**src/rtl/imem_dmem_port_arbiter.sv**
```systemverilog
// imem_dmem_port_arbiter
// Shares one single-ported, fixed-latency unified memory between instruction
// fetch (IF) and data access (D). Only one transaction is outstanding at a time,
// and its response is routed back to the requester that owns it.
// Data requests win ties. A streak counter forces a fetch grant after
// MAX_D_STREAK consecutive data grants that were made while a fetch was waiting.
// Optional build macro ARB_PERF_CNT_EN adds saturating grant and stall counters.
// When the macro is undefined, the perf_* ports are tied to zero.

module imem_dmem_port_arbiter #(
   parameter int MEM_LAT      = 2,
   parameter int MAX_D_STREAK = 4
) (
   input  logic        clk,
   input  logic        rst,
   input  logic        if_req,
   input  logic [31:0] if_addr,
   output logic        if_gnt,
   output logic        if_rvalid,
   output logic [31:0] if_rdata,
   input  logic        d_req,
   input  logic        d_we,
   input  logic [31:0] d_addr,
   input  logic [31:0] d_wdata,
   output logic        d_gnt,
   output logic        d_rvalid,
   output logic [31:0] d_rdata,
   output logic        mem_req,
   output logic        mem_we,
   output logic [31:0] mem_addr,
   output logic [31:0] mem_wdata,
   input  logic [31:0] mem_rdata,
   output logic [31:0] perf_if_grants,
   output logic [31:0] perf_d_grants,
   output logic [31:0] perf_if_stall
);

   typedef enum logic {IDLE, BUSY} state_t;
   typedef enum logic {OWN_IF, OWN_D} owner_t;

   localparam logic [3:0] LAT_LOAD   = 4'(MEM_LAT);
   localparam logic [3:0] STREAK_MAX = 4'(MAX_D_STREAK);

   state_t     state;
   owner_t     owner;
   logic       owner_we;
   logic [3:0] lat_cnt;
   logic [3:0] streak;

   logic resp;
   logic accept;
   logic grant_d;
   logic grant_if;

   // The response cycle is also an accept cycle, so a new transaction can
   // overlap the return of the previous one and throughput stays at one
   // transaction per MEM_LAT cycles. Reset suppresses both the grant and the
   // response, so an in-flight transaction is simply dropped.
   assign resp     = !rst && (state == BUSY) && (lat_cnt == 4'd1);
   assign accept   = !rst && ((state == IDLE) || (lat_cnt == 4'd1));
   assign grant_d  = accept && d_req && (!if_req || (streak != STREAK_MAX));
   assign grant_if = accept && if_req && !grant_d;

   assign if_gnt    = grant_if;
   assign d_gnt     = grant_d;
   assign mem_req   = grant_d || grant_if;
   assign mem_we    = grant_d && d_we;
   assign mem_addr  = grant_d ? d_addr : (grant_if ? if_addr : 32'd0);
   assign mem_wdata = grant_d ? d_wdata : 32'd0;

   assign if_rvalid = resp && (owner == OWN_IF);
   assign if_rdata  = (resp && (owner == OWN_IF)) ? mem_rdata : 32'd0;
   assign d_rvalid  = resp && (owner == OWN_D);
   assign d_rdata   = (resp && (owner == OWN_D) && !owner_we) ? mem_rdata : 32'd0;

   // Sequencer: latch the winner on a grant, count the latency down while BUSY,
   // and track how many data grants in a row have made a fetch wait.
   always_ff @(posedge clk) begin
      if (rst) begin
         state    <= IDLE;
         owner    <= OWN_IF;
         owner_we <= 1'b0;
         lat_cnt  <= 4'd0;
         streak   <= 4'd0;
      end else if (grant_d || grant_if) begin
         state    <= BUSY;
         owner    <= grant_d ? OWN_D : OWN_IF;
         owner_we <= grant_d && d_we;
         lat_cnt  <= LAT_LOAD;
         if (grant_d && if_req) begin
            if (streak != STREAK_MAX) begin
               streak <= streak + 4'd1;
            end
         end else begin
            streak <= 4'd0;
         end
      end else if (state == BUSY) begin
         if (lat_cnt == 4'd1) begin
            state   <= IDLE;
            lat_cnt <= 4'd0;
         end else begin
            lat_cnt <= lat_cnt - 4'd1;
         end
      end
   end

`ifdef ARB_PERF_CNT_EN
   function automatic logic [31:0] sat_inc(input logic [31:0] v);
      return (v == 32'hFFFF_FFFF) ? v : v + 32'd1;
   endfunction

   // Saturating counters for grants per requester and for fetch-stall cycles.
   always_ff @(posedge clk) begin
      if (rst) begin
         perf_if_grants <= 32'd0;
         perf_d_grants  <= 32'd0;
         perf_if_stall  <= 32'd0;
      end else begin
         if (grant_if) begin
            perf_if_grants <= sat_inc(perf_if_grants);
         end
         if (grant_d) begin
            perf_d_grants <= sat_inc(perf_d_grants);
         end
         if (if_req && !grant_if) begin
            perf_if_stall <= sat_inc(perf_if_stall);
         end
      end
   end
`else
   assign perf_if_grants = 32'd0;
   assign perf_d_grants  = 32'd0;
   assign perf_if_stall  = 32'd0;
`endif

endmodule

```
**config.mk**
```make
export PLATFORM = sky130hd
export DESIGN_NAME = imem_dmem_port_arbiter
export DESIGN_NICKNAME = d
export VERILOG_FILES = /design/src/rtl/imem_dmem_port_arbiter.sv
export SDC_FILE = /design/constraint.sdc
export NUM_CORES = 1
export LEC_CHECK = 0
export CAP_MARGIN = 5
export CELL_PAD_IN_SITES_DETAIL_PLACEMENT = 0
export CELL_PAD_IN_SITES_GLOBAL_PLACEMENT = 2
export CORE_MARGIN = 2
export CORE_UTILIZATION = 10
export DETAILED_ROUTE_END_ITERATION = 6
export PLACE_DENSITY_LB_ADDON = 0.1
export SLEW_MARGIN = 5
export SYNTH_ARGS = -nofsm -noshare
export SYNTH_HDL_FRONTEND = slang
export SYNTH_SLANG_ARGS = --single-unit
```
**constraint.sdc**
```tcl
create_clock -name clk -period 2.6 [get_ports clk]
set_input_delay 0.65 -clock clk [delete_from_list [all_inputs] [get_ports clk]]
set_output_delay 0.65 -clock clk [all_outputs]
set_load 0.03 [all_outputs]
```
# Word level (Yosys, flattened, before mapping)
# Index checks and enable logic that the tools add are counted.
dict set report classes {
  shift 0
  n_reduce_logical 22
  bitwise 2
  n_eq_ne 3
  div 0
  mul 0
  magnitude_cmp 0
  addsub 2
  muxes 14
}
# operator n
set ops {}
lappend ops {{$mux W32} 5}
lappend ops {{$logic_and A1 B1 Y1} 12}
lappend ops {{$mux W4} 3}
lappend ops {{$add A4 B1 Y4 const B} 1}
lappend ops {{$eq A4 B1 Y1 const B} 1}
lappend ops {{$logic_not A1 Y1} 4}
lappend ops {{$mux W1} 4}
lappend ops {{$mux W2} 2}
lappend ops {{$ne A4 B3 Y1 const B} 1}
lappend ops {{$sub A4 B1 Y4 const B} 1}
lappend ops {{$logic_or A1 B1 Y1} 3}
lappend ops {{$ne A2 B2 Y1 const B} 1}
lappend ops {{$not A1 Y1} 2}
lappend ops {{$reduce_and A2 Y1} 1}
lappend ops {{$reduce_bool A2 Y1} 1}
lappend ops {{$reduce_or A2 Y1} 1}
dict set report totals {
  mem_bits_rw 0
  in_bits 133
  regBits 11
  latchBits 0
  romBits 0
  n_memories 0
}

# Logic depth before layout (Yosys ltp)
dict set report depth {
  ltp_word 9
  depth_mapped 8
  ltp_nobuf 6
}

# Worst setup path before layout
# Ideal clock, no wire load.
dict set report synth_path {
  path_kind {input-to-output}
  from {input port rst}
  to {output port d_rdata[10]}
  setup_slack_ps -65
  required_time_ps 1950
  path_stages 5
  arrival_time_ps 2015
  path_cell_list {buf_2 nor4b_4 and2b_2 buf_6 and2_1}
}
dict set report synth_via {
  elab_chain_len 6
}
# element line
set synth_lines {}
lappend synth_lines {{start: declaration} 15} ;# input logic rst,
lappend synth_lines {{$logic_not A1 Y1} 59} ;# assign resp = !rst && (state == BUSY) && (lat_cnt == 4'd1);
lappend synth_lines {{$logic_and A1 B1 Y1 (2 in a row)} 59}
lappend synth_lines {{$logic_and A1 B1 Y1} --}
lappend synth_lines {{net d_rvalid} 26} ;# output logic d_rvalid,
lappend synth_lines {{$logic_and A1 B1 Y1} 74} ;# assign d_rdata = (resp && (owner == OWN_D) && !owner_we) ? mem_rdata : 32'd0;
lappend synth_lines {{$mux W32} 74}
lappend synth_lines {{end: declaration} 27} ;# output logic [31:0] d_rdata,
# The timed path passes the listed nets, and every way through them passes these cells.

# Worst setup path in the final report
dict set report layout_path {
  from {register lat_cnt[2]}
  to {output port d_rdata[18]}
}
dict set report layout_via {
  elab_chain_len 5
}
# element line
set layout_lines {}
lappend layout_lines {{start: declaration} 47} ;# logic [3:0] lat_cnt;
lappend layout_lines {{start signal: assignment} 102} ;# lat_cnt <= lat_cnt - 4'd1;
lappend layout_lines {{$eq A4 B1 Y1} 59}
lappend layout_lines {{$logic_and A1 B1 Y1} 59}
lappend layout_lines {{$logic_and A1 B1 Y1 (2 in a row)} 74}
lappend layout_lines {{$mux W32} 74}
# No other way between the ends.

==> results.ini <==
[cells_and_area]
final_cells=1003
layout_common_cells=129 x clkdlybuf4s50_1, 119 x buf_4, 96 x conb_1
layout_commonest_cell=clkdlybuf4s50_1
multi_input_comb_area_um2=1960
regArea_um2=224
fillerInstances=2814
syn_to_final_growth_pct=123
drive_gt1_frac=0.365
nets=809

[clock_tree]
cts.sinks=11
cts-buffers-inserted=3
cts_max_level=1
insertion_delay_ns=0.24
clk_pin_slew_ns=0.04
cts_buffer_depth=2
cts_tree=built
cts_hold_buf=0
cts_root_buffer=clkbuf_16

[placement]
port_buffers=266
post-place-cells=987
place_ws_ns=-0.274
hpwl_mm=10.3
place.gp.congestion=0.772

[setup_path]
ff2ff_path_depth=7
cp_slowest_cell=dfxtp_1
reg2reg_slack_ns=0.77
path_max_fanout=8
worstSetupPathType=register to output port
start_kind=register
critPathRequiredTime_ns=1.95
critical_path.cell_chain=nand2b_2, nor4b_4, and2b_4, buf_6, and2_2, buf_4
cp-end-kind=output port
max_stage_delay_ns=0.35
cp.arrival_ns=1.87
rr_startpoint=lat_cnt[1]$_SDFFE_PP0P_
path_buf_inv=2
r2r-end=lat_cnt[2]$_SDFFE_PP0P_
critical-path-top-delay-family=simple AND/OR/NAND/NOR gates

[synth]
ys_ff_latch=11
synthFlopType=dfxtp_1
synth_cell_types=35
synth_edf_count=0
yosys.area.top_type=buf_4
async_flop_share=0
ys_seq_area_frac=0.0865
synth_warnings=0
syn_inst=394
synthTopCellsByArea=buf_4 28%, and2_1 16%, dfxtp_1 8.6%, and3_1 8.4%, nand3_1 7.5%
synth_area_per_cell_um2=6.46
synth_top_cell_area_share=0.283
synth.cell_area_um2=2550

[worst_hold_path]
min_path_type=register to register
min_to=streak[0]$_SDFFE_PP0P_
hold_depth=2
min_from=streak[0]$_SDFFE_PP0P_

[grt]
grt_pass1_wl_mm=17.7
grt_usage=0.0834
first_global_vias=3252
grt_antenna_before_repair=1
grt_overflow=0
grt_max_degree=38

[timing]
slew_headroom=0.551
hold_violations=0
maxSlewViolCount=0
clock.fmax_mhz=397
rsz0062_at_grt=true
min_period_ns=2.52
setup_viol=0
setup_ws_ns=0.0810
post-route-period-util=0.969
tightest_slew_ns=0.674
clock_skew_ns=0.000668

[die]
die-area_um2=26800
row_count=58
io_pins=363
die_y_um=164
core_area_um2=25100
die_width_um=164
start_util=0.101

[power]
switching_share=0.437
p_leak_nw=2.69
seqPwrFrac=0.144
p_clk_frac=0.217
p_sw_uw=573
total_power_mw=1.31
p_comb_frac=0.639
peakVddDrop_v=0.000129
intPower_uw=738
p_per_area_nw_per_um2=231

[detailed_routing]
totalWireLength_mm=13.2
drt_iter0_markers=47
drtAntennaViolNets=0
wl_per_cell_um=13.1
dr.pass1.iters=4
num_vias=3443
drc=0
vias_per_cell=3.43

[outcome]
outcome=finished, final reports clean

[job]
drv_cap=0

-- metrics by stage --
step           setup TNS (ns)  hold slack [ns]  instance area [µm²]  utilization
2_1_floorplan               0            0.442                 2940            -
3_3_place_gp           -24.86            0.494                 5170        0.206
3_5_place_dp           -23.45            0.489                 5170        0.206
4_1_cts                     0            0.506                 5400        0.215
5_1_grt                -0.156            0.500                 5670        0.226
6_report                    0            0.483                 5680        0.226
-- cell usage after synthesis (4+ instances only) --
library cell	count
dfxtp_1	11
inv_1	7
and2_1	65
nand2_1	40
and3_1	34
a21oi_1	37
buf_2	13
nand3_1	38
clkbuf_1	10
ha_1	4
buf_4	96
nor2_1	9
-- state kept, by name, indices dropped and copies added, names as in the netlist --
name,flops
state,1
streak,4
lat_cnt,4
owner_we,1
owner,1
-- layer usage --
metal	up-vias	track usage	routed length (µm)
met5	-	0	0
met3	4	0.0312	1770
met2	246	0.159	6830
li1	1671	-	-
met4	0	0.0120	61
met1	1522	0.0889	4510
-- kinds of logic after synthesis --
kind of cell | Yosys count | share of synthesized area
buffers and inverters | 132 | 0.351
muxes | 2 | 0.00786
DFF | 11 | 0.0865
adders and majority gates | 4 | 0.0197
other | 1 | 0.00147
and+or+nand+nor | 197 | 0.432
AOI/OAI and AO/OA | 47 | 0.101
-- power by group through the flow --
stage | combinational (mW) | sequential [mW] | clock [mW]
after CTS | 0.824 | 0.187 | 0.292
after detailed placement | 0.791 | 0.190 | 0
final | 0.838 | 0.189 | 0.284
after global placement | 0.796 | 0.190 | 0
after floorplan | 0.534 | 0.188 | 0
after global routing | 0.896 | 0.190 | 0.302
-- worst register-to-register path: cells and delay by family (launching register included) --
family                     cells  cell delay (ns)
adders and majority gates      1             0.16
and+or+nand+nor                2             0.39
AOI/OAI and AO/OA              2             0.68
DFF                            1             0.34
buffers and inverters          2             0.20
-- area by class of cell --
cell class | count | area share
repair buffers | 302 | 0.523
inverters | 8 | 0.00529
diodes | 2 | 0.000882
well taps | 330 | 0.0728
flip-flops and latches | 11 | 0.0395
multi-input cells | 346 | 0.345
clock buffers | 4 | 0.0139
-- what timing repair did --
action | CTS | global route
gates cloned | 3 | 3
buffers inserted | 4 | 1
endpoints found under the setup margin | 133 | 82
pin swaps | 27 | 9
resized for setup | 20 | 63
-- how the worst max path moves through the flow --
| stage | slack, ns | cells after the start | to | from |
|---|---|---|---|---|
| after floorplan | 0.02 | 5 | d_rdata[10] | rst |
| after global placement | -0.26 | 6 | d_rdata[0] | rst |
| after detailed placement | -0.27 | 6 | d_rdata[0] | rst |
| after CTS | 0.003 | 9 | mem_addr[23] | streak[0]$_SDFFE_PP0P_ |
| after global routing | -0.02 | 8 | d_rdata[11] | lat_cnt[1]$_SDFFE_PP0P_ |
| final | 0.08 | 6 | d_rdata[18] | lat_cnt[2]$_SDFFE_PP0P_ |
Power figures use the tool's default switching activity.
